--- src/rtl/wbh_reg_bridge_if.sv ---
// Bus bundle for wbh_reg_bridge: Wishbone slave side plus register-bus master side.
// The slave modport is the bridge view; the master modport is the surrounding system.
interface wbh_reg_bridge_if;
    logic        wbs_cyc_i;
    logic        wbs_stb_i;
    logic        wbs_we_i;
    logic [4:0]  wbs_adr_i;
    logic [31:0] wbs_dat_i;
    logic [3:0]  wbs_sel_i;
    logic [31:0] wbs_dat_o;
    logic        wbs_ack_o;
    logic        wbs_err_o;
    logic        reg_cs;
    logic        reg_wr;
    logic [2:0]  reg_addr;
    logic [31:0] reg_wdata;
    logic [3:0]  reg_be;
    logic [31:0] reg_rdata;
    logic        reg_ack;

    modport slave (
        input  wbs_cyc_i, wbs_stb_i, wbs_we_i, wbs_adr_i, wbs_dat_i, wbs_sel_i,
        input  reg_rdata, reg_ack,
        output wbs_dat_o, wbs_ack_o, wbs_err_o,
        output reg_cs, reg_wr, reg_addr, reg_wdata, reg_be
    );

    modport master (
        output wbs_cyc_i, wbs_stb_i, wbs_we_i, wbs_adr_i, wbs_dat_i, wbs_sel_i,
        output reg_rdata, reg_ack,
        input  wbs_dat_o, wbs_ack_o, wbs_err_o,
        input  reg_cs, reg_wr, reg_addr, reg_wdata, reg_be
    );
endinterface

--- src/rtl/wbh_reg_bridge.sv ---
// Wishbone-to-register-bus bridge: one outstanding transfer, registered outputs.
// Define WBH_REG_TIMEOUT_EN to add the WAIT timeout counter and bus-error response.
module wbh_reg_bridge #(
    parameter int          TIMEOUT_CYC = 64,
    parameter logic [31:0] ERR_RDATA   = 32'hDEAD_0BAD
) (
    input  logic             mclk,
    input  logic             p_reset_n,
    wbh_reg_bridge_if.slave  bus
);

    typedef enum logic [1:0] {
        IDLE = 2'd0,
        WAIT = 2'd1,
        DONE = 2'd2
    } state_t;

    state_t      state_q, state_d;
    logic [31:0] dat_q, dat_d;
    logic        ack_q, ack_d;
    logic        cs_q, cs_d;
    logic        wr_q, wr_d;
    logic [2:0]  addr_q, addr_d;
    logic [31:0] wdata_q, wdata_d;
    logic [3:0]  be_q, be_d;
    logic        unused_s;

`ifdef WBH_REG_TIMEOUT_EN
    localparam logic [7:0] CNT_LAST = 8'(TIMEOUT_CYC - 1);

    logic [7:0]  cnt_q, cnt_d;
    logic        err_q, err_d;
`endif

    // Next-state and output computation for the transfer FSM.
    always_comb begin
        state_d = state_q;
        dat_d   = dat_q;
        ack_d   = 1'b0;
        cs_d    = cs_q;
        wr_d    = wr_q;
        addr_d  = addr_q;
        wdata_d = wdata_q;
        be_d    = be_q;
`ifdef WBH_REG_TIMEOUT_EN
        cnt_d   = cnt_q;
        err_d   = 1'b0;
`endif
        case (state_q)
            IDLE: begin
                if (bus.wbs_cyc_i && bus.wbs_stb_i) begin
                    wr_d    = bus.wbs_we_i;
                    addr_d  = bus.wbs_adr_i[4:2];
                    wdata_d = bus.wbs_dat_i;
                    be_d    = bus.wbs_sel_i;
                    cs_d    = 1'b1;
`ifdef WBH_REG_TIMEOUT_EN
                    cnt_d   = 8'd0;
`endif
                    state_d = WAIT;
                end else begin
                    state_d = IDLE;
                end
            end
            WAIT: begin
                // An abort outranks a coincident ack: the master has already left.
                if (!bus.wbs_cyc_i) begin
                    cs_d    = 1'b0;
                    state_d = IDLE;
                end else if (bus.reg_ack) begin
                    cs_d    = 1'b0;
                    ack_d   = 1'b1;
                    if (!wr_q) begin
                        dat_d = bus.reg_rdata;
                    end else begin
                        dat_d = dat_q;
                    end
                    state_d = DONE;
`ifdef WBH_REG_TIMEOUT_EN
                end else if (cnt_q == CNT_LAST) begin
                    cs_d    = 1'b0;
                    err_d   = 1'b1;
                    dat_d   = ERR_RDATA;
                    state_d = DONE;
                end else begin
                    cnt_d   = cnt_q + 8'd1;
                    state_d = WAIT;
                end
`else
                end else begin
                    state_d = WAIT;
                end
`endif
            end
            DONE: begin
                state_d = IDLE;
            end
            default: begin
                cs_d    = 1'b0;
                state_d = IDLE;
            end
        endcase
    end

    // State and registered-output flops with asynchronous clear.
    always_ff @(posedge mclk or negedge p_reset_n) begin
        if (!p_reset_n) begin
            state_q <= IDLE;
            dat_q   <= 32'd0;
            ack_q   <= 1'b0;
            cs_q    <= 1'b0;
            wr_q    <= 1'b0;
            addr_q  <= 3'd0;
            wdata_q <= 32'd0;
            be_q    <= 4'd0;
        end else begin
            state_q <= state_d;
            dat_q   <= dat_d;
            ack_q   <= ack_d;
            cs_q    <= cs_d;
            wr_q    <= wr_d;
            addr_q  <= addr_d;
            wdata_q <= wdata_d;
            be_q    <= be_d;
        end
    end

`ifdef WBH_REG_TIMEOUT_EN
    // Timeout counter and error pulse flops.
    always_ff @(posedge mclk or negedge p_reset_n) begin
        if (!p_reset_n) begin
            cnt_q <= 8'd0;
            err_q <= 1'b0;
        end else begin
            cnt_q <= cnt_d;
            err_q <= err_d;
        end
    end

    assign bus.wbs_err_o = err_q;
    assign unused_s      = ^bus.wbs_adr_i[1:0];
`else
    assign bus.wbs_err_o = 1'b0;
    assign unused_s      = ^{bus.wbs_adr_i[1:0], ERR_RDATA, TIMEOUT_CYC};
`endif

    assign bus.wbs_dat_o = dat_q;
    assign bus.wbs_ack_o = ack_q;
    assign bus.reg_cs    = cs_q;
    assign bus.reg_wr    = wr_q;
    assign bus.reg_addr  = addr_q;
    assign bus.reg_wdata = wdata_q;
    assign bus.reg_be    = be_q;

endmodule
--- src/flat_wrapper.sv ---
// flat-port wrapper written by rule: the top's interface ports become plain ports
module wbh_reg_bridge_flat 
#(
    parameter int          TIMEOUT_CYC = 64,
    parameter logic [31:0] ERR_RDATA   = 32'hDEAD_0BAD
)
  (mclk, p_reset_n, bus_wbs_cyc_i, bus_wbs_stb_i, bus_wbs_we_i, bus_wbs_adr_i, bus_wbs_dat_i, bus_wbs_sel_i, bus_reg_rdata, bus_reg_ack, bus_wbs_dat_o, bus_wbs_ack_o, bus_wbs_err_o, bus_reg_cs, bus_reg_wr, bus_reg_addr, bus_reg_wdata, bus_reg_be);
  wbh_reg_bridge_if bus_i ();
  input  logic mclk;
  input  logic p_reset_n;
  input wire logic [$bits(bus_i.wbs_cyc_i)-1:0] bus_wbs_cyc_i;
  input wire logic [$bits(bus_i.wbs_stb_i)-1:0] bus_wbs_stb_i;
  input wire logic [$bits(bus_i.wbs_we_i)-1:0] bus_wbs_we_i;
  input wire logic [$bits(bus_i.wbs_adr_i)-1:0] bus_wbs_adr_i;
  input wire logic [$bits(bus_i.wbs_dat_i)-1:0] bus_wbs_dat_i;
  input wire logic [$bits(bus_i.wbs_sel_i)-1:0] bus_wbs_sel_i;
  input wire logic [$bits(bus_i.reg_rdata)-1:0] bus_reg_rdata;
  input wire logic [$bits(bus_i.reg_ack)-1:0] bus_reg_ack;
  output wire logic [$bits(bus_i.wbs_dat_o)-1:0] bus_wbs_dat_o;
  output wire logic [$bits(bus_i.wbs_ack_o)-1:0] bus_wbs_ack_o;
  output wire logic [$bits(bus_i.wbs_err_o)-1:0] bus_wbs_err_o;
  output wire logic [$bits(bus_i.reg_cs)-1:0] bus_reg_cs;
  output wire logic [$bits(bus_i.reg_wr)-1:0] bus_reg_wr;
  output wire logic [$bits(bus_i.reg_addr)-1:0] bus_reg_addr;
  output wire logic [$bits(bus_i.reg_wdata)-1:0] bus_reg_wdata;
  output wire logic [$bits(bus_i.reg_be)-1:0] bus_reg_be;
  assign bus_i.wbs_cyc_i = bus_wbs_cyc_i;
  assign bus_i.wbs_stb_i = bus_wbs_stb_i;
  assign bus_i.wbs_we_i = bus_wbs_we_i;
  assign bus_i.wbs_adr_i = bus_wbs_adr_i;
  assign bus_i.wbs_dat_i = bus_wbs_dat_i;
  assign bus_i.wbs_sel_i = bus_wbs_sel_i;
  assign bus_i.reg_rdata = bus_reg_rdata;
  assign bus_i.reg_ack = bus_reg_ack;
  assign bus_wbs_dat_o = bus_i.wbs_dat_o;
  assign bus_wbs_ack_o = bus_i.wbs_ack_o;
  assign bus_wbs_err_o = bus_i.wbs_err_o;
  assign bus_reg_cs = bus_i.reg_cs;
  assign bus_reg_wr = bus_i.reg_wr;
  assign bus_reg_addr = bus_i.reg_addr;
  assign bus_reg_wdata = bus_i.reg_wdata;
  assign bus_reg_be = bus_i.reg_be;
  wbh_reg_bridge #(.TIMEOUT_CYC(TIMEOUT_CYC), .ERR_RDATA(ERR_RDATA)) u_core (.mclk(mclk), .p_reset_n(p_reset_n), .bus(bus_i));
endmodule
--- config.mk ---
export PLATFORM = sky130hd
export DESIGN_NAME = wbh_reg_bridge_flat
export DESIGN_NICKNAME = d
export VERILOG_FILES = /design/src/rtl/wbh_reg_bridge_if.sv /design/src/rtl/wbh_reg_bridge.sv /design/src/flat_wrapper.sv
export SDC_FILE = /design/constraint.sdc
export NUM_CORES = 1
export LEC_CHECK = 0
export CAP_MARGIN = 20
export CORE_MARGIN = 5
export CORE_UTILIZATION = 42
export CTS_CLUSTER_DIAMETER = 80
export DETAILED_ROUTE_END_ITERATION = 10
export PLACE_DENSITY_LB_ADDON = 0.08
export SYNTH_ARGS = -nofsm -noshare
export SYNTH_HDL_FRONTEND = slang
export SYNTH_SLANG_ARGS = --single-unit
--- constraint.sdc ---
create_clock -name mclk -period 2.1 [get_ports mclk]
set_input_delay 0.42 -clock mclk [delete_from_list [all_inputs] [get_ports mclk]]
set_output_delay 0.42 -clock mclk [all_outputs]
set_load 0.05 [all_outputs]
== Word level (Yosys, flattened, before mapping) ==
Index checks and enable logic that the tools add are counted.

* Memories kept: 0
* Memory bits (read-only): 0
* RAM bits: 0
* Register bits after elaboration: 76
* Output and inout port bits: 75
* Latch bits: 0

* Bitwise gates (word level): 2
* $add $sub $neg: 0
* Eq/ne operators: 4
* Multiplexer cells: 11
* $lt $le $gt $ge: 0
* Multipliers: 0
* Reductions and logical operators: 5
* Shift-type cells: 0
* Div/mod/pow operators: 0

{| class="wikitable"
|+ Operators by type and width
! operator !! count
|-
| $mux 1 || 7
|-
| $mux 2 || 2
|-
| $pmux 2 s2 || 1
|-
| $reduce_and 4->1 || 1
|-
| $ne 3x3->1 const B || 1
|-
| $pmux 1 s3 || 1
|-
| $reduce_and 3->1 || 1
|-
| $eq 2x1->1 const B || 1
|-
| $eq 2x2->1 const B || 1
|-
| $logic_not 2->1 || 1
|-
| $ne 2x1->1 const B || 1
|-
| $not 1->1 || 2
|-
| $reduce_and 2->1 || 1
|-
| $logic_and 1x1->1 || 1
|}

== Logic depth before layout (Yosys ltp) ==
Gate-level depths: netlist of the first run.

* Depth after elaboration: 3
* Depth in mapped cells: 4
* Depth with buffers taken out: 3

== Least setup slack after synthesis of the first run ==
No wires, ideal clock.

* Path kind: register to register
* From: register u_core.wr_q, in the netlist u_core.bus.reg_wr
* To: register u_core.dat_q[16], in the netlist u_core.bus.wbs_dat_o[16]
* Stages on the path, launching flop included: 4
* Data arrival time: 1,438 ps
* Slack: 537 ps
* Buffers on the path: 1
* Path through: dfrtp_1 -> nor3_4 -> buf_6 -> mux2_2

* Cells in the longest elaborated chain, start to end: 2

{| class="wikitable"
|+ Ends and longest elaborated chain
! element !! RTL line !! source
|-
| start: declaration || wbh_reg_bridge.sv:22 || <nowiki>logic wr_q, wr_d;</nowiki>
|-
| start signal: assignment || wbh_reg_bridge.sv:121 || <nowiki>wr_q <= wr_d;</nowiki>
|-
| $not 1->1 (no source line) || n/a ||
|-
| $reduce_and 4->1 (no source line) || n/a ||
|-
| end signal: assignment || wbh_reg_bridge.sv:118 || <nowiki>dat_q <= dat_d;</nowiki>
|-
| end: declaration || wbh_reg_bridge.sv:19 || <nowiki>logic [31:0] dat_q, dat_d;</nowiki>
|}

No other way between the ends.
A chain may end at the register's enable or synchronous reset.

== Worst setup path in the final report of the first run ==
* From: register u_core.wr_q, in the netlist u_core.bus.reg_wr
* To: output port bus_reg_wr

{| class="wikitable"
|+ RTL lines
! element !! RTL line !! source
|-
| end: declaration || flat_wrapper.sv:23 || <nowiki>output wire logic [$bits(bus_i.reg_wr)-1:0] bus_reg_wr;</nowiki>
|}

No word-level cell between the ends.

==> metrics.txt, run 1 <==
commonest non-fill, non-tap cell in the layout clkdlybuf4s50_1; CP delay by family, top buffers and inverters; TritonRoute pass-1 iters 2; simple-gate share of the synthesized area under 10%; CP endpoint kind output pin; FF-to-FF Start u_core.state_q[1]; Synth Area in Compound Gates less than 1%; slowest cell on the critical path clkdlybuf4s50_1; area grow syn2layout 62.9%; status finished, final reports clean; Synth Cell Area around 0.0029 mm^2; maximum clock path buffer count 2; share of cells above drive strength 1 between 20 and 30%; CP Launch Point u_core.bus.reg_wr; design area around 0.0047 mm^2; post-CTS sizing 0; fin util around 70%; largest family of logic cells by synthesized area multiplexers; Worst IR Drop VDD 0.658 mV; f_max between 400 and 500 MHz; Synth Area in XOR/XNOR 0%; P_int between 3 and 4 mW; Clock Latency Late Sink ~0.33 ns; Post-Route WL 6.48 mm; Leak slightly below 2 nW; CORE AREA between 0.006 and 0.007 mm^2; clock skew about 0.0071 ns; sequential power share between 30% and 40%; crit path buf inv count 1; mux cell area share after synthesis between 20% and 30%; die width around 93 um; synth warn 0; NetSw 2.50 mW; clock tree sinks 76; combinational power share 48.5%; fin crit period approximately 2 ns; Port Buf Inserts 150; critical path class register to output pin; clk root buf clkbuf_8; number of cells on the critical path 1; R2R setup slack 0.64 ns; FF-to-FF path depth 4; Ports 154; Initial Util between 40% and 50%; Slew headroom between 60% and 70%; vias in the first global route around 2.2k; antenna-violating nets left 0; GRT Residual Overflow 0; initial antenna violation count 0; pwr dens between 1000 and 1500 mW/mm^2; post-DP HPWL 4.98 mm; Max Cap Viol 0; GPL Wtd Cong around 0.68; Data arrival, critical path between 1.5 and 2 ns; Yosys reg bits 76; Post-route DRC 0; CTS tree built; Total Nets Final 406; clock share of power between 15 and 20%; Worst setup SP type register; Synth Instances between 150 and 200; Post-Layout Cell Count 412; Via density 4.74; Final TNS setup 0 ns; Worst setup endpoint bus_reg_wr; crit path max fanout 3; placed cell area between 0.004 and 0.005 mm^2; Global Route Usage Sum roughly 16%; die height between 90 and 100 um; most frequent cells in the layout clkdlybuf4s50_1 (149), dfrtp_1 (76), mux2_2 (67); Period Utilization, post-route 95.3%; final-report max-slew violation count 0; final hold violations 0; crit-path cells clkdlybuf4s50_1; Die ar. 0.00857 mm^2; largest net degree at the start of global routing 35; wire per inst around 16 um; vias post-DR around 2.0k; RSZ-0062 raised after global routing no; Seq/Total Area, Yosys around two thirds; hold crit path type register to register; Finish-stage setup viols 0; WP data required approximately 1.7 ns; global-route wire length before repair between 10 and 15 mm; total CTS buffers 9; drt initial violations 29; switching share of total power between 40% and 50%; H-tree levels 3; clock-pin slew on the worst setup and hold paths ~0.07 ns; area share of fa/ha/maj cells after synthesis 0%; ANT cells 0; Cell Rows 30; RR Endpoint u_core.bus.wbs_dat_o[15]; synth unique cells 15; syn avg cell area around 17 um^2; Hold Slack between 0.4 and 0.5 ns; worst stage delay on the critical path 0.85 ns; Placed Instances 395; synthesized net count between 200 and 250; Worst-Margin Slew 0.528 ns
synth_stat cells (all sizes together):
cell | n | area [um^2]
buf | 8 | 71.3
a21oi | 1 | 5.00
nand2 | 1 | 3.75
o21a | 1 | 7.51
conb | 1 | 3.75
dfrtp | 76 | 1900
mux2 | 72 | 811
nor2 | 3 | 13.8
nor3 | 1 | 16.3
nand2b | 3 | 26.3
o21ai | 1 | 5.00
state kept, by name (all words and copies together) (netlist names):
| name | flops |
|---|---|
| u_core.bus.reg_wdata | 32 |
| u_core.bus.wbs_dat_o | 32 |
| u_core.bus.reg_be | 4 |
| u_core.bus.reg_addr | 3 |
| u_core.state_q | 2 |
| u_core.bus.reg_cs | 1 |
| u_core.bus.reg_wr | 1 |
| u_core.bus.wbs_ack_o | 1 |
stage by stage:
| stage | worst slack, ns | power, mW |
|---|---|---|
| floorplan | 0.537 | 3.92 |
| global placement | 0.153 | 4.99 |
| detailed placement | 0.133 | 5.03 |
| CTS | 0.0648 | 6.10 |
| global route | 0.0326 | 6.30 |
| finish | 0.0979 | 6.01 |
power by group through the flow:
| stage | Clock [mW] | Combinational [mW] | Sequential [mW] |
|---|---|---|---|
| 3_5_place_dp | 0 | 2.94 | 2.09 |
| 3_3_place_gp | 0 | 2.92 | 2.07 |
| 5_1_grt | 1.15 | 3.02 | 2.12 |
| 2_1_floorplan | 0 | 0.399 | 3.52 |
| 6_report | 1.04 | 2.91 | 2.06 |
| 4_1_cts | 1.08 | 2.95 | 2.07 |
cell families after synthesis:
kind of cell	after synthesis
AOI/OAI and AO/OA	3
buffers and inverters	8
DFF	76
muxes	72
other	1
and+or+nand+nor	8
routing by layer:
layer,vias to the layer above,track usage [%],share of wire [%]
li1,906,-,-
met1,942,19.0,38
met2,90,25.4,48
met3,13,6.50,12
met4,0,7.92,2.1
met5,-,0,0
cell type report:
class	count	area [um^2]
clock inverter	5	52.6
fill	487	2050
clock buffer	11	131
multi-input combinational	84	897
timing repair buffer	156	1580
sequential	76	1900
tap	80	100
worst min path at each step:
| stage | cells past startpoint | end | from |
|---|---|---|---|
| after floorplan | 0 | u_core.bus.reg_addr[0] | p_reset_n |
| after global placement | 1 | u_core.bus.wbs_dat_o[20] | p_reset_n |
| after detailed placement | 1 | u_core.bus.wbs_dat_o[20] | p_reset_n |
| after CTS | 1 | u_core.bus.wbs_dat_o[31] | u_core.bus.wbs_dat_o[31] |
| after global routing | 1 | u_core.bus.wbs_dat_o[9] | u_core.bus.wbs_dat_o[9] |
| final | 1 | u_core.bus.reg_wdata[2] | u_core.bus.reg_wdata[2] |
timing repair:
item / in CTS / in global routing
setup buffers: 0 / 0
endpoints found under the hold margin: 9 / 0
hold buffers: 1 / 0
Power figures use the tool's default switching activity.
==> run 2, diff against run 1 <==
--- a/config.mk
+++ b/config.mk
@@ -6,8 +6,10 @@
 export NUM_CORES = 1
 export LEC_CHECK = 0
 export CAP_MARGIN = 20
+export CELL_PAD_IN_SITES_DETAIL_PLACEMENT = 1
+export CELL_PAD_IN_SITES_GLOBAL_PLACEMENT = 1
 export CORE_MARGIN = 5
-export CORE_UTILIZATION = 42
+export CORE_UTILIZATION = 33
 export CTS_CLUSTER_DIAMETER = 80
 export DETAILED_ROUTE_END_ITERATION = 10
 export PLACE_DENSITY_LB_ADDON = 0.08
==> metrics.txt, run 2 (same netlist as run 1, synthesis figures left out) <==
status finished, final reports clean; Initial Util 33.3% (-9.3 points); Via density 4.50 (-5.0%); Global Route Usage Sum 13.7% (-2.3 points); CP delay by family, top buffers and inverters; share of cells above drive strength 1 27.3% (+0.16 points); placed cell area 0.00452 mm^2 (+1.1%); Post-route DRC 0 (unchanged); post-DP HPWL 5.41 mm (+8.6%); # hold bufs at CTS 0 (-1); maximum clock path buffer count 2 (unchanged); clock tree sinks 76 (unchanged); commonest non-fill, non-tap cell in the layout clkdlybuf4s50_1; most frequent cells in the layout clkdlybuf4s50_1 (148), dfrtp_1 (76), mux2_2 (67); largest net degree at the start of global routing 35 (unchanged); final-report max-slew violation count 0 (unchanged); CORE AREA 0.00859 mm^2 (+28%); R2R setup slack 0.63 ns (about the same); Leak 1.97 nW (+1.3%); Worst-Margin Slew 0.541 ns (+0.0127 ns); initial antenna violation count 0 (unchanged); slowest cell on the critical path clkdlybuf4s50_1; vias in the first global route 2187 (+1.1%); die height 103 um (+11%); critical path class register to output pin; Final TNS setup 0 ns (unchanged); Total Nets Final 405 (-0.25%); RSZ-0062 raised after global routing no; Worst setup SP type register; WP data required 1.68 ns (about the same); fin crit period 1.94 ns (-0.0605 ns); design area 0.00474 mm^2 (+1.5%); drt initial violations 17 (-41%); hold crit path type input pin to asynchronous set/reset pin; total CTS buffers 9 (unchanged); Ports 154 (unchanged); Period Utilization, post-route 92.5% (-2.9 points); f_max 515 MHz (+3.1%); Port Buf Inserts 150 (unchanged); worst stage delay on the critical path 0.83 ns (-0.02 ns); ANT cells 0 (unchanged); final hold violations 0 (unchanged); Max Cap Viol 0 (unchanged); CP endpoint kind output pin; crit path buf inv count 1 (unchanged); Clock Latency Late Sink 0.33 ns (about the same); FF-to-FF Start u_core.state_q[1]; vias post-DR 1970 (+0.97%); crit-path cells clkdlybuf4s50_1; crit path max fanout 2 (-1); clock skew 0.00720 ns (+0.000143 ns); FF-to-FF path depth 4 (unchanged); die width 103 um (+11%); RR Endpoint u_core.bus.wbs_dat_o[13]; Cell Rows 34 (+13%); clock-pin slew on the worst setup and hold paths 0.08 ns (about the same); TritonRoute pass-1 iters 3 (+1); Worst IR Drop VDD 0.506 mV (-23%); H-tree levels 3 (unchanged); Fillers 861 (+77%); area grow syn2layout 65.4%; CTS tree built; clk root buf clkbuf_8; global-route wire length before repair 11.1 mm (+3.1%); Die ar. 0.0106 mm^2 (+24%); pwr dens 1310 mW/mm^2 (+1.5%); Post-Route WL 7.16 mm (+10%); antenna-violating nets left 0 (unchanged); Data arrival, critical path 1.52 ns (-0.06 ns); wire per inst 16.3 um (+3.9%); Finish-stage setup viols 0 (unchanged); GRT Residual Overflow 0 (unchanged); Slew headroom 63.9% (-0.80 points); Pwr Total 6.19 mW (+3.1%); GPL Wtd Cong 0.651 (-4.4%)
-- run 2: changes by cell type in the layout (fill, tap and decap cells not counted), sizes merged --
| cell | delta |
|---|---|
| bufinv | +1 |
| clkdlybuf4s50 | -1 |
| clkinv | -1 |
| clkinvlp | -1 |
| dlygate4sd3 | -1 |
| dlymetal6s2s | +1 |
-- run 2: report_power, final --
group	total, mW	switching, mW	internal, mW	leakage, nW
registers	2.06	0.198	1.87	0.916
logic	2.93	1.83	1.10	0.941
clock network	1.20	0.506	0.696	0.109
-- run 2: cell type report --
class | count | area [um^2] | area share, %
tap | 108 | 135 | 2.85
clock buffer | 11 | 141 | 2.98
multi-input combinational | 84 | 897 | 18.9
sequential | 76 | 1900 | 40.1
timing repair buffer | 155 | 1590 | 33.5
clock inverter | 4 | 73.8 | 1.56
-- run 2: worst max path at each step --
| stage | cells after the start | slack [ns] | startpoint | to |
|---|---|---|---|---|
| after floorplan | 3 | 0.54 | u_core.bus.reg_wr | u_core.bus.wbs_dat_o[16] |
| after global placement | 5 | 0.14 | bus_wbs_cyc_i | u_core.bus.wbs_dat_o[3] |
| after detailed placement | 5 | 0.11 | bus_wbs_cyc_i | u_core.bus.wbs_dat_o[10] |
| after CTS | 1 | 0.02 | u_core.bus.reg_wr | bus_reg_wr |
| after global routing | 1 | 0.09 | u_core.bus.reg_wdata[18] | bus_reg_wdata[18] |
| final | 1 | 0.16 | u_core.bus.reg_be[2] | bus_reg_be[2] |
-- run 2: timing repair --
| item | 4_1_cts | 5_1_grt |
|---|---|---|
| endpoints found under the hold margin | 0 | 0 |
| setup endpoints to repair | 0 | 1 |
| gates resized for setup | 0 | 1 |
| setup buffers | 0 | 0 |
-- run 2: routing by layer --
metal | part of all wire, % | GRT usage [%] | vias to the layer above
li1 | - | - | 901
met1 | 39 | 16.0 | 979
met2 | 50 | 22.7 | 81
met3 | 9.3 | 5.03 | 9
met4 | 1.4 | 6.27 | 0
met5 | 0 | 0 | -
-- run 2: metrics by stage --
stage / std cells / setup WS (ns) / hold WS (ns) / utilization (%)
CTS: 438 / 0.0187 / 0.0285 / 55.1
floorplan: 168 / 0.537 / 0.124 / -
global route: 438 / 0.0949 / 0.0398 / 55.1
detailed placement: 423 / 0.115 / 0.407 / 52.6
global placement: 423 / 0.144 / 0.411 / 52.6
finish: 438 / 0.158 / 0.0227 / 55.1
-- run 2: worst register-to-register path, stage by stage, from the launching register on --
cell and delay [ns]:
dfrtp_1 0.37, nand2b_4 0.18, nor3_4 0.20, buf_12 0.23, mux2_2 0.37
